## src/rtl/setting_reg_bank_if.sv

```systemverilog
// rtl/setting_reg_bank_if.sv - settings-bus write and readback signals for setting_reg_bank
interface setting_reg_bank_if;
   logic        strobe;
   logic [7:0]  addr;
   logic [31:0] data_in;
   logic        rb_stb;
   logic [7:0]  rb_addr;
   logic [31:0] rb_data;
   logic        rb_valid;

   modport master (
      output strobe, addr, data_in, rb_stb, rb_addr,
      input  rb_data, rb_valid
   );

   modport slave (
      input  strobe, addr, data_in, rb_stb, rb_addr,
      output rb_data, rb_valid
   );
endinterface

```

## src/rtl/setting_reg_bank.sv

```systemverilog
// rtl/setting_reg_bank.sv - settings register bank with optional shadow/commit and readback
module setting_reg_bank #(
   parameter int          BASE      = 0,
   parameter int          NUM_REGS  = 4,
   parameter int          WIDTH     = 32,
   parameter logic [31:0] RESET_VAL = 32'h0,
   parameter int          SHADOW    = 0
) (
   input  logic                      clk,
   input  logic                      rst,
   setting_reg_bank_if.slave         bus,
   output logic [NUM_REGS*WIDTH-1:0] o_out,
   output logic [NUM_REGS-1:0]       o_changed,
   output logic [NUM_REGS-1:0]       o_pending
);
   localparam logic [WIDTH-1:0] RV     = RESET_VAL[WIDTH-1:0];
   localparam logic [8:0]       LO     = 9'(BASE);
   localparam logic [8:0]       HI     = 9'(BASE + NUM_REGS);
   localparam logic [7:0]       CA     = 8'(BASE + NUM_REGS);

   logic [WIDTH-1:0]    r_val    [NUM_REGS];
   logic [WIDTH-1:0]    r_shadow [NUM_REGS];
   logic [NUM_REGS-1:0] r_changed;
   logic [NUM_REGS-1:0] r_pending;
   logic [31:0]         r_rb_data;
   logic                r_rb_valid;

   logic                w_hit;
   logic                w_commit;
   logic [7:0]          w_off;
   logic                w_rb_hit;
   logic [7:0]          w_rb_off;
   logic [31:0]         w_rb_word;
   logic                w_unused;

   assign w_hit    = bus.strobe && ({1'b0, bus.addr} >= LO) && ({1'b0, bus.addr} < HI);
   assign w_commit = (SHADOW != 0) && bus.strobe && (bus.addr == CA);
   assign w_off    = bus.addr - LO[7:0];
   assign w_rb_hit = ({1'b0, bus.rb_addr} >= LO) && ({1'b0, bus.rb_addr} < HI);
   assign w_rb_off = bus.rb_addr - LO[7:0];
   assign w_unused = ^bus.data_in;

   always_comb begin
      w_rb_word = '0;
      o_out     = '0;
      for (int i = 0; i < NUM_REGS; i++) begin
         o_out[i*WIDTH +: WIDTH] = r_val[i];
         if (w_rb_hit && w_rb_off == 8'(i))
            w_rb_word = 32'(r_val[i]);
      end
   end

   always_ff @(posedge clk) begin
      if (rst) begin
         for (int i = 0; i < NUM_REGS; i++) begin
            r_val[i]    <= RV;
            r_shadow[i] <= RV;
         end
         r_changed  <= '0;
         r_pending  <= '0;
         r_rb_data  <= '0;
         r_rb_valid <= 1'b0;
      end else begin
         r_changed <= '0;
         for (int i = 0; i < NUM_REGS; i++) begin
            if (SHADOW == 0) begin
               if (w_hit && w_off == 8'(i)) begin
                  r_val[i]     <= bus.data_in[WIDTH-1:0];
                  r_changed[i] <= 1'b1;
               end
            end else if (w_hit && w_off == 8'(i)) begin
               r_shadow[i]  <= bus.data_in[WIDTH-1:0];
               r_pending[i] <= 1'b1;
            end else if (w_commit && r_pending[i]) begin
               // all pending registers flip on the same edge
               r_val[i]     <= r_shadow[i];
               r_changed[i] <= 1'b1;
               r_pending[i] <= 1'b0;
            end
         end
         r_rb_valid <= bus.rb_stb;
         if (bus.rb_stb)
            r_rb_data <= w_rb_word;
      end
   end

   assign o_changed    = r_changed;
   assign o_pending    = r_pending;
   assign bus.rb_data  = r_rb_data;
   assign bus.rb_valid = r_rb_valid;
endmodule

```

## src/flat_wrapper.sv

```systemverilog
// flat-port wrapper written by rule: the top's interface ports become plain ports
module setting_reg_bank_flat 
#(
   parameter int          BASE      = 0,
   parameter int          NUM_REGS  = 4,
   parameter int          WIDTH     = 32,
   parameter logic [31:0] RESET_VAL = 32'h0,
   parameter int          SHADOW    = 0
)
  (clk, rst, o_out, o_changed, o_pending, bus_strobe, bus_addr, bus_data_in, bus_rb_stb, bus_rb_addr, bus_rb_data, bus_rb_valid);
  setting_reg_bank_if bus_i ();
  input  logic clk;
  input  logic rst;
  output logic [NUM_REGS*WIDTH-1:0] o_out;
  output logic [NUM_REGS-1:0] o_changed;
  output logic [NUM_REGS-1:0] o_pending;
  input wire logic [$bits(bus_i.strobe)-1:0] bus_strobe;
  input wire logic [$bits(bus_i.addr)-1:0] bus_addr;
  input wire logic [$bits(bus_i.data_in)-1:0] bus_data_in;
  input wire logic [$bits(bus_i.rb_stb)-1:0] bus_rb_stb;
  input wire logic [$bits(bus_i.rb_addr)-1:0] bus_rb_addr;
  output wire logic [$bits(bus_i.rb_data)-1:0] bus_rb_data;
  output wire logic [$bits(bus_i.rb_valid)-1:0] bus_rb_valid;
  assign bus_i.strobe = bus_strobe;
  assign bus_i.addr = bus_addr;
  assign bus_i.data_in = bus_data_in;
  assign bus_i.rb_stb = bus_rb_stb;
  assign bus_i.rb_addr = bus_rb_addr;
  assign bus_rb_data = bus_i.rb_data;
  assign bus_rb_valid = bus_i.rb_valid;
  setting_reg_bank #(.BASE(BASE), .NUM_REGS(NUM_REGS), .WIDTH(WIDTH), .RESET_VAL(RESET_VAL), .SHADOW(SHADOW)) u_core (.clk(clk), .rst(rst), .bus(bus_i), .o_out(o_out), .o_changed(o_changed), .o_pending(o_pending));
endmodule
```

## config.mk

```make
export PLATFORM = sky130hd
export DESIGN_NAME = setting_reg_bank_flat
export DESIGN_NICKNAME = d
export VERILOG_FILES = /design/src/rtl/setting_reg_bank_if.sv /design/src/rtl/setting_reg_bank.sv /design/src/flat_wrapper.sv
export SDC_FILE = /design/constraint.sdc
export NUM_CORES = 1
export LEC_CHECK = 0
export BUFFER_PORTS_ARGS = -buffer_cell sky130_fd_sc_hd__buf_4
export CAP_MARGIN = 20
export CORE_AREA = 2 2 98 147
export DETAILED_ROUTE_END_ITERATION = 8
export DIE_AREA = 0 0 100 149
export PLACE_DENSITY = 0.86
export SLEW_MARGIN = 20
export SYNTH_ARGS = -nofsm -noshare
export SYNTH_HDL_FRONTEND = slang
export SYNTH_SLANG_ARGS = --single-unit
```

## constraint.sdc

```tcl
create_clock -name clk -period 12.3 [get_ports clk]
set_input_delay 2.46 -clock clk [delete_from_list [all_inputs] [get_ports clk]]
set_output_delay 2.46 -clock clk [all_outputs]
set_load 0.01 [all_outputs]
```

==> results.py, run 1 <==
metrics = {
    "run_status": {
        "outcome": "finished, final reports clean",
    },
    "grt": {
        "gr-total-overflow": 0,
        "grt_antenna_before_repair": 0,
        "grt_max_degree": 109,
        "grt_pass1_wl_um": 32000,
        "grt_pass1_vias": 5468,
        "grt_use_total_pct": 28.9,
    },
    "critical_path": {
        "cp.required_ns": 12.40,
        "critical_path.top_delay_family": "compound AO/OA/AOI/OAI gates",
        "endpoint_kind": "flip-flop",
        "startpoint_type": "input pin",
        "r2r-end": "u_core.bus.rb_data[20]",
        "critPathKind": "input pin to flip-flop",
        "r2r_cells": 2,
        "critical_path_buf_inv_count": 2,
        "crit_fanout": 29,
        "cp_data_arrival_time_ns": 4.61,
        "cpMaxStageDelayCell": "o31ai_4",
        "critPathMaxStageDelay_ns": 0.86,
        "rrSetupSlack_ns": 10.91,
        "path_cells": "buf_4 > or4b_4 > o31ai_4 > buf_4",
        "cpMostUsedCell": "buf_4",
        "r2r_start": "u_core.r_val[0][20]",
    },
    "cells_and_area": {
        "layoutNonFillerInstCount": 834,
        "final_util_pct": 69.6,
        "design_area_sq_um": 9600,
        "fill_cells": 918,
        "fin_nets": 708,
        "drive_above_1_share_pct": 50.2,
        "area_delta_synth_final_pct": 31.5,
        "n_antenna_cell": 0,
    },
    "drt": {
        "wirelength_um": 21500,
        "drtIter0Drc": 543,
        "drt_first_pass_iters": 5,
        "vias": 5566,
        "drc": 0,
        "via_per_inst": 6.67,
        "antenna_left": 0,
        "wire_per_inst_um": 25.8,
    },
    "synth": {
        "ys_seq_area_share_pct": 62.8,
        "synth_seq_cells": 165,
        "ys_warn_count": 0,
        "synth_edf_count": 128,
        "avgSynthCellArea_sq_um": 15.3,
        "synth.distinct_cells": 22,
        "netlist_area_sq_um": 7300,
        "ys.flop_type": "edfxtp_1",
        "async_flop_share_pct": 0,
        "synth_cells": 478,
    },
    "timing": {
        "finalCritPeriodShare_pct": 36.6,
        "skew_ns": 0.00909,
        "final.min_clock_period_ns": 4.51,
        "setup_slack_ns": 7.79,
        "max_freq_ghz": 0.222,
        "tightest_slew_ns": 0.940,
        "hold_violations": 0,
        "maxSlewViolCount": 0,
        "slew_headroom_pct": 37.2,
        "hold_ws_ns": 0.473,
        "tns_ns": 0,
        "setup_violations": 0,
        "grt_setup_unrepaired": "no",
    },
    "clock_tree": {
        "cts_buffers": 17,
        "cts_resized": 0,
        "clk_pin_slew_worst_paths_ns": 0.06,
        "clockRootBuffer": "clkbuf_16",
        "clock_latency_ns": 0.42,
        "cts_tree": "built",
        "hold_buffers": 0,
        "post_cts_buffers": 0,
        "clock_path_buffers": 2,
        "cts.sinks": 165,
        "htreeDepth": 4,
    },
    "floorplan": {
        "ioPinCount": 221,
        "coreArea_sq_um": 13800,
        "start_util_pct": 52.9,
        "rows": 53,
        "fp.dieArea_sq_um": 14900,
        "die_w_um": 100,
        "die_h_um": 149,
    },
    "pwr": {
        "p_per_area_nw_per_um2": 138,
        "p_leak_nw": 3.32,
        "peakVddDrop_v": 0.0000885,
        "p_total_mw": 1.33,
    },
    "placed_design": {
        "dp_hpwl_um": 14100,
        "post-place-cells": 802,
        "gp_congestion": 0.868,
        "post_dp_cell_area_sq_um": 8980,
        "port_buffers": 216,
        "post-place-ws_ns": 7.37,
    },
    "job": {
        "cap_violations": 0,
    },
    "hold_path": {
        "hold_depth": 1,
        "hold_path_class": "flip-flop to flip-flop",
        "hold_start": "u_core.bus.rb_data[16]",
        "hold_end": "u_core.bus.rb_data[16]",
    },
}
==> cell usage after synthesis, drive strengths merged, types with 4 or more instances <==
cell type / number / area share [%]
buf: 20 / 1.9
mux4: 32 / 9.9
edfxtp: 128 / 53
nand2b: 34 / 2.9
clkbuf: 49 / 2.5
o31ai: 4 / 0.41
nor4: 133 / 14
a32o: 32 / 4.4
dfxtp: 37 / 10
==> report_power, final <==
part	total (mW)	internal (mW)	switching, mW	leakage (nW)
Sequential	0.641	0.622	0.0185	1.51
Clock	0.548	0.330	0.218	0.297
Combinational	0.140	0.0610	0.0793	1.51
==> cells by family (layout without fill, tap and decap cells) <==
group	Yosys count	after routing	share of synthesized area, %
AO/OA/AOI/OAI	36	36	4.80
buffers and inverters	70	258	4.47
flip-flops	165	165	62.8
multiplexers	32	32	9.87
other	1	4	0.0514
AND/OR/NAND/NOR	174	174	18.0
==> routing by layer <==
layer / track usage [%] / vias to the layer above / part of all wire, %
met2: 50.5 / 416 / 54
met5: 0 / - / 0
met1: 34.4 / 2730 / 33
li1: - / 2354 / -
met4: 14.5 / 0 / 4.7
met3: 4.83 / 66 / 8.5
==> layout by cell type (no fill, tap or decap), drive strengths merged <==
cell type	Yosys	layout
buf	20	225
nor4	133	133
edfxtp	128	128
dfxtp	37	37
nand2b	34	34
mux4	32	32
a32o	32	32
clkbuf	49	22
o31ai	4	4
conb	1	4
clkinv	0	4
inv	1	3
clkinvlp	0	2
bufinv	0	2
or4b	1	1
or3	1	1
or2	1	1
nand2	1	1
nor4b	1	1
nor2	1	1
nor2b	1	1
==> how the worst max path moves through the flow <==
| stage | end | slack (ns) | depth (start not counted) | from |
|---|---|---|---|---|
| 3_5_place_dp | u_core.r_val[0][117] | 7.37 | 4 | bus_addr[4] |
| 6_report | u_core.r_val[0][111] | 7.79 | 4 | bus_addr[4] |
| 3_3_place_gp | u_core.r_val[0][117] | 7.47 | 4 | bus_addr[4] |
| 2_1_floorplan | u_core.r_val[0][32] | 5.95 | 5 | bus_addr[4] |
| 5_1_grt | u_core.r_val[0][110] | 7.69 | 4 | bus_addr[4] |
| 4_1_cts | u_core.r_val[0][110] | 7.80 | 4 | bus_addr[4] |
==> state kept, by name, summed over array words and instances, names as in the netlist <==
name                 count
u_core.o_changed         4
u_core.bus.rb_data      32
u_core.bus.rb_valid      1
u_core.r_val           128
==> area by class of cell <==
type                       count  area, sq um  share of cell area, %
tap                          165          206                   2.15
inverter                       1         3.75                 0.0391
timing repair buffer         225         1700                   17.7
multi-input combinational    246         2490                   26.0
clock inverter                10          118                   1.23
clock buffer                  22          497                   5.18
sequential                   165         4580                   47.8
==> worst reg2reg max path, delay by kind of cell (launching register included) <==
family	cells	cell delay, ns
compound gates	1	0.28
mux	1	0.54
flops	1	0.46
Power figures use the tool's default switching activity.
==> run 2: changes to the inputs <==
--- a/config.mk
+++ b/config.mk
@@ -7,10 +7,10 @@
 export LEC_CHECK = 0
 export BUFFER_PORTS_ARGS = -buffer_cell sky130_fd_sc_hd__buf_4
 export CAP_MARGIN = 20
-export CORE_AREA = 2 2 98 147
+export CORE_AREA = 2 2 100 151
 export DETAILED_ROUTE_END_ITERATION = 8
-export DIE_AREA = 0 0 100 149
-export PLACE_DENSITY = 0.86
+export DIE_AREA = 0 0 102 153
+export PLACE_DENSITY = 0.82
 export SLEW_MARGIN = 20
 export SYNTH_ARGS = -nofsm -noshare
 export SYNTH_HDL_FRONTEND = slang
==> constraint.sdc (replaced) <==
create_clock -name clk -period 4.65 [get_ports clk]
set_input_delay 0.93 -clock clk [delete_from_list [all_inputs] [get_ports clk]]
set_output_delay 0.93 -clock clk [all_outputs]
set_load 0.01 [all_outputs]
==> results.py, run 2 (synthesis results as in run 1) <==
metrics = {
    "critical_path": {
        "cp.required_ns": 4.74,
        "r2r_cells": 2,
        "critical_path.top_delay_family": "simple AND/OR/NAND/NOR gates",
        "cpMostUsedCell": "buf_4",
        "r2r_start": "u_core.r_val[0][65]",
        "critPathKind": "input pin to flip-flop",
        "crit_fanout": 81,
        "cpMaxStageDelayCell": "or4b_4",
        "endpoint_kind": "flip-flop",
        "cp_data_arrival_time_ns": 3.11,
        "critical_path_buf_inv_count": 2,
        "path_cells": "buf_4 > or4b_4 > o31ai_4 > buf_4",
        "path_depth": 4,
        "r2r-end": "u_core.bus.rb_data[1]",
        "rrSetupSlack_ns": 3.30,
        "startpoint_type": "input pin",
        "critPathMaxStageDelay_ns": 0.93,
    },
    "timing": {
        "final.min_clock_period_ns": 3.02,
        "slew_headroom_pct": 32.4,
        "hold_violations": 0,
        "setup_slack_ns": 1.63,
        "tns_ns": 0,
        "grt_setup_unrepaired": "no",
        "maxSlewViolCount": 0,
        "skew_ns": 0.00937,
        "tightest_slew_ns": 1.01,
        "setup_violations": 0,
        "finalCritPeriodShare_pct": 65.0,
        "hold_ws_ns": 0.465,
        "max_freq_ghz": 0.331,
    },
    "hold_path": {
        "hold_depth": 1,
        "hold_start": "u_core.bus.rb_data[12]",
        "hold_path_class": "flip-flop to flip-flop",
        "hold_end": "u_core.bus.rb_data[12]",
    },
    "clock_tree": {
        "hold_buffers": 0,
        "cts.sinks": 165,
        "htreeDepth": 4,
        "clk_pin_slew_worst_paths_ns": 0.06,
        "clock_path_buffers": 2,
        "clockRootBuffer": "clkbuf_16",
        "cts_buffers": 17,
        "post_cts_buffers": 0,
        "cts_tree": "built",
        "cts_resized": 0,
        "clock_latency_ns": 0.43,
    },
    "cells_and_area": {
        "final_cell_mix": "buf_4, edfxtp_1, nor4_1",
        "top_register": "u_core.r_val",
        "largest_register_ffs": 128,
        "layoutNonFillerInstCount": 866,
        "final_util_pct": 66.9,
        "drive_above_1_share_pct": 50.1,
        "design_area_sq_um": 9580,
        "area_delta_synth_final_pct": 31.2,
        "n_antenna_cell": 0,
        "fill_cells": 1042,
        "layout_commonest_cell": "buf_4",
        "fin_nets": 709,
    },
    "placed_design": {
        "post-place-ws_ns": 1.22,
        "post_dp_cell_area_sq_um": 9020,
        "post-place-cells": 834,
        "gp_congestion": 0.855,
        "port_buffers": 216,
        "dp_hpwl_um": 14100,
    },
    "run_status": {
        "outcome": "finished, final reports clean",
    },
    "grt": {
        "gr-total-overflow": 0,
        "grt_max_degree": 87,
        "grt_antenna_before_repair": 2,
        "grt_pass1_wl_um": 31300,
        "grt_use_total_pct": 27.4,
        "grt_pass1_vias": 5325,
    },
    "drt": {
        "via_per_inst": 6.32,
        "wirelength_um": 21300,
        "antenna_left": 0,
        "vias": 5470,
        "drc": 0,
        "wire_per_inst_um": 24.6,
        "drtIter0Drc": 473,
        "drt_first_pass_iters": 5,
    },
    "floorplan": {
        "die_h_um": 153,
        "die_w_um": 102,
        "rows": 54,
        "coreArea_sq_um": 14300,
        "fp.dieArea_sq_um": 15600,
        "start_util_pct": 51.0,
        "ioPinCount": 221,
    },
    "pwr": {
        "p_total_mw": 3.40,
        "p_leak_nw": 3.28,
        "peakVddDrop_v": 0.000287,
        "p_per_area_nw_per_um2": 354,
    },
    "job": {
        "cap_violations": 0,
    },
}
## run 2: layout make-up
| cell class | instances | area, sq um | share of cell area [%] |
|---|---|---|---|
| clock buffers | 17 | 425 | 4.44 |
| clock inverters | 15 | 133 | 1.38 |
| inverters | 1 | 3.75 | 0.0392 |
| multi-input cells | 246 | 2490 | 26.0 |
| flip-flops and latches | 165 | 4580 | 47.9 |
| well taps | 196 | 245 | 2.56 |
| repair buffers | 226 | 1700 | 17.7 |
## run 2: worst reg2reg max path, stage by stage, from the launching register on
cell      delay, ns
edfxtp_1       0.45
mux4_2         0.52
a32o_1         0.28
## run 2: worst max path at each step
stage | from | endpoint | slack (ns)
2_1_floorplan | bus_addr[4] | u_core.r_val[0][32] | -0.17
3_3_place_gp | bus_addr[4] | u_core.r_val[0][114] | 1.27
3_5_place_dp | bus_addr[4] | u_core.r_val[0][119] | 1.22
4_1_cts | bus_addr[4] | u_core.r_val[0][112] | 1.67
5_1_grt | bus_addr[4] | u_core.r_val[0][108] | 1.57
6_report | bus_addr[4] | u_core.r_val[0][123] | 1.63
## run 2: routing by layer
metal	share of wire, %	global-route usage [%]	up-vias
met3	9.5	7.18	58
met4	3.5	12.8	4
met1	35	33.5	2696
li1	-	-	2350
met5	0.12	0	-
met2	52	45.0	362
## run 2: power breakdown
group | internal (mW) | switching (mW)
Clock | 0.737 | 0.594
Combinational | 0.161 | 0.209
Sequential | 1.65 | 0.0478
Total | 2.55 | 0.851
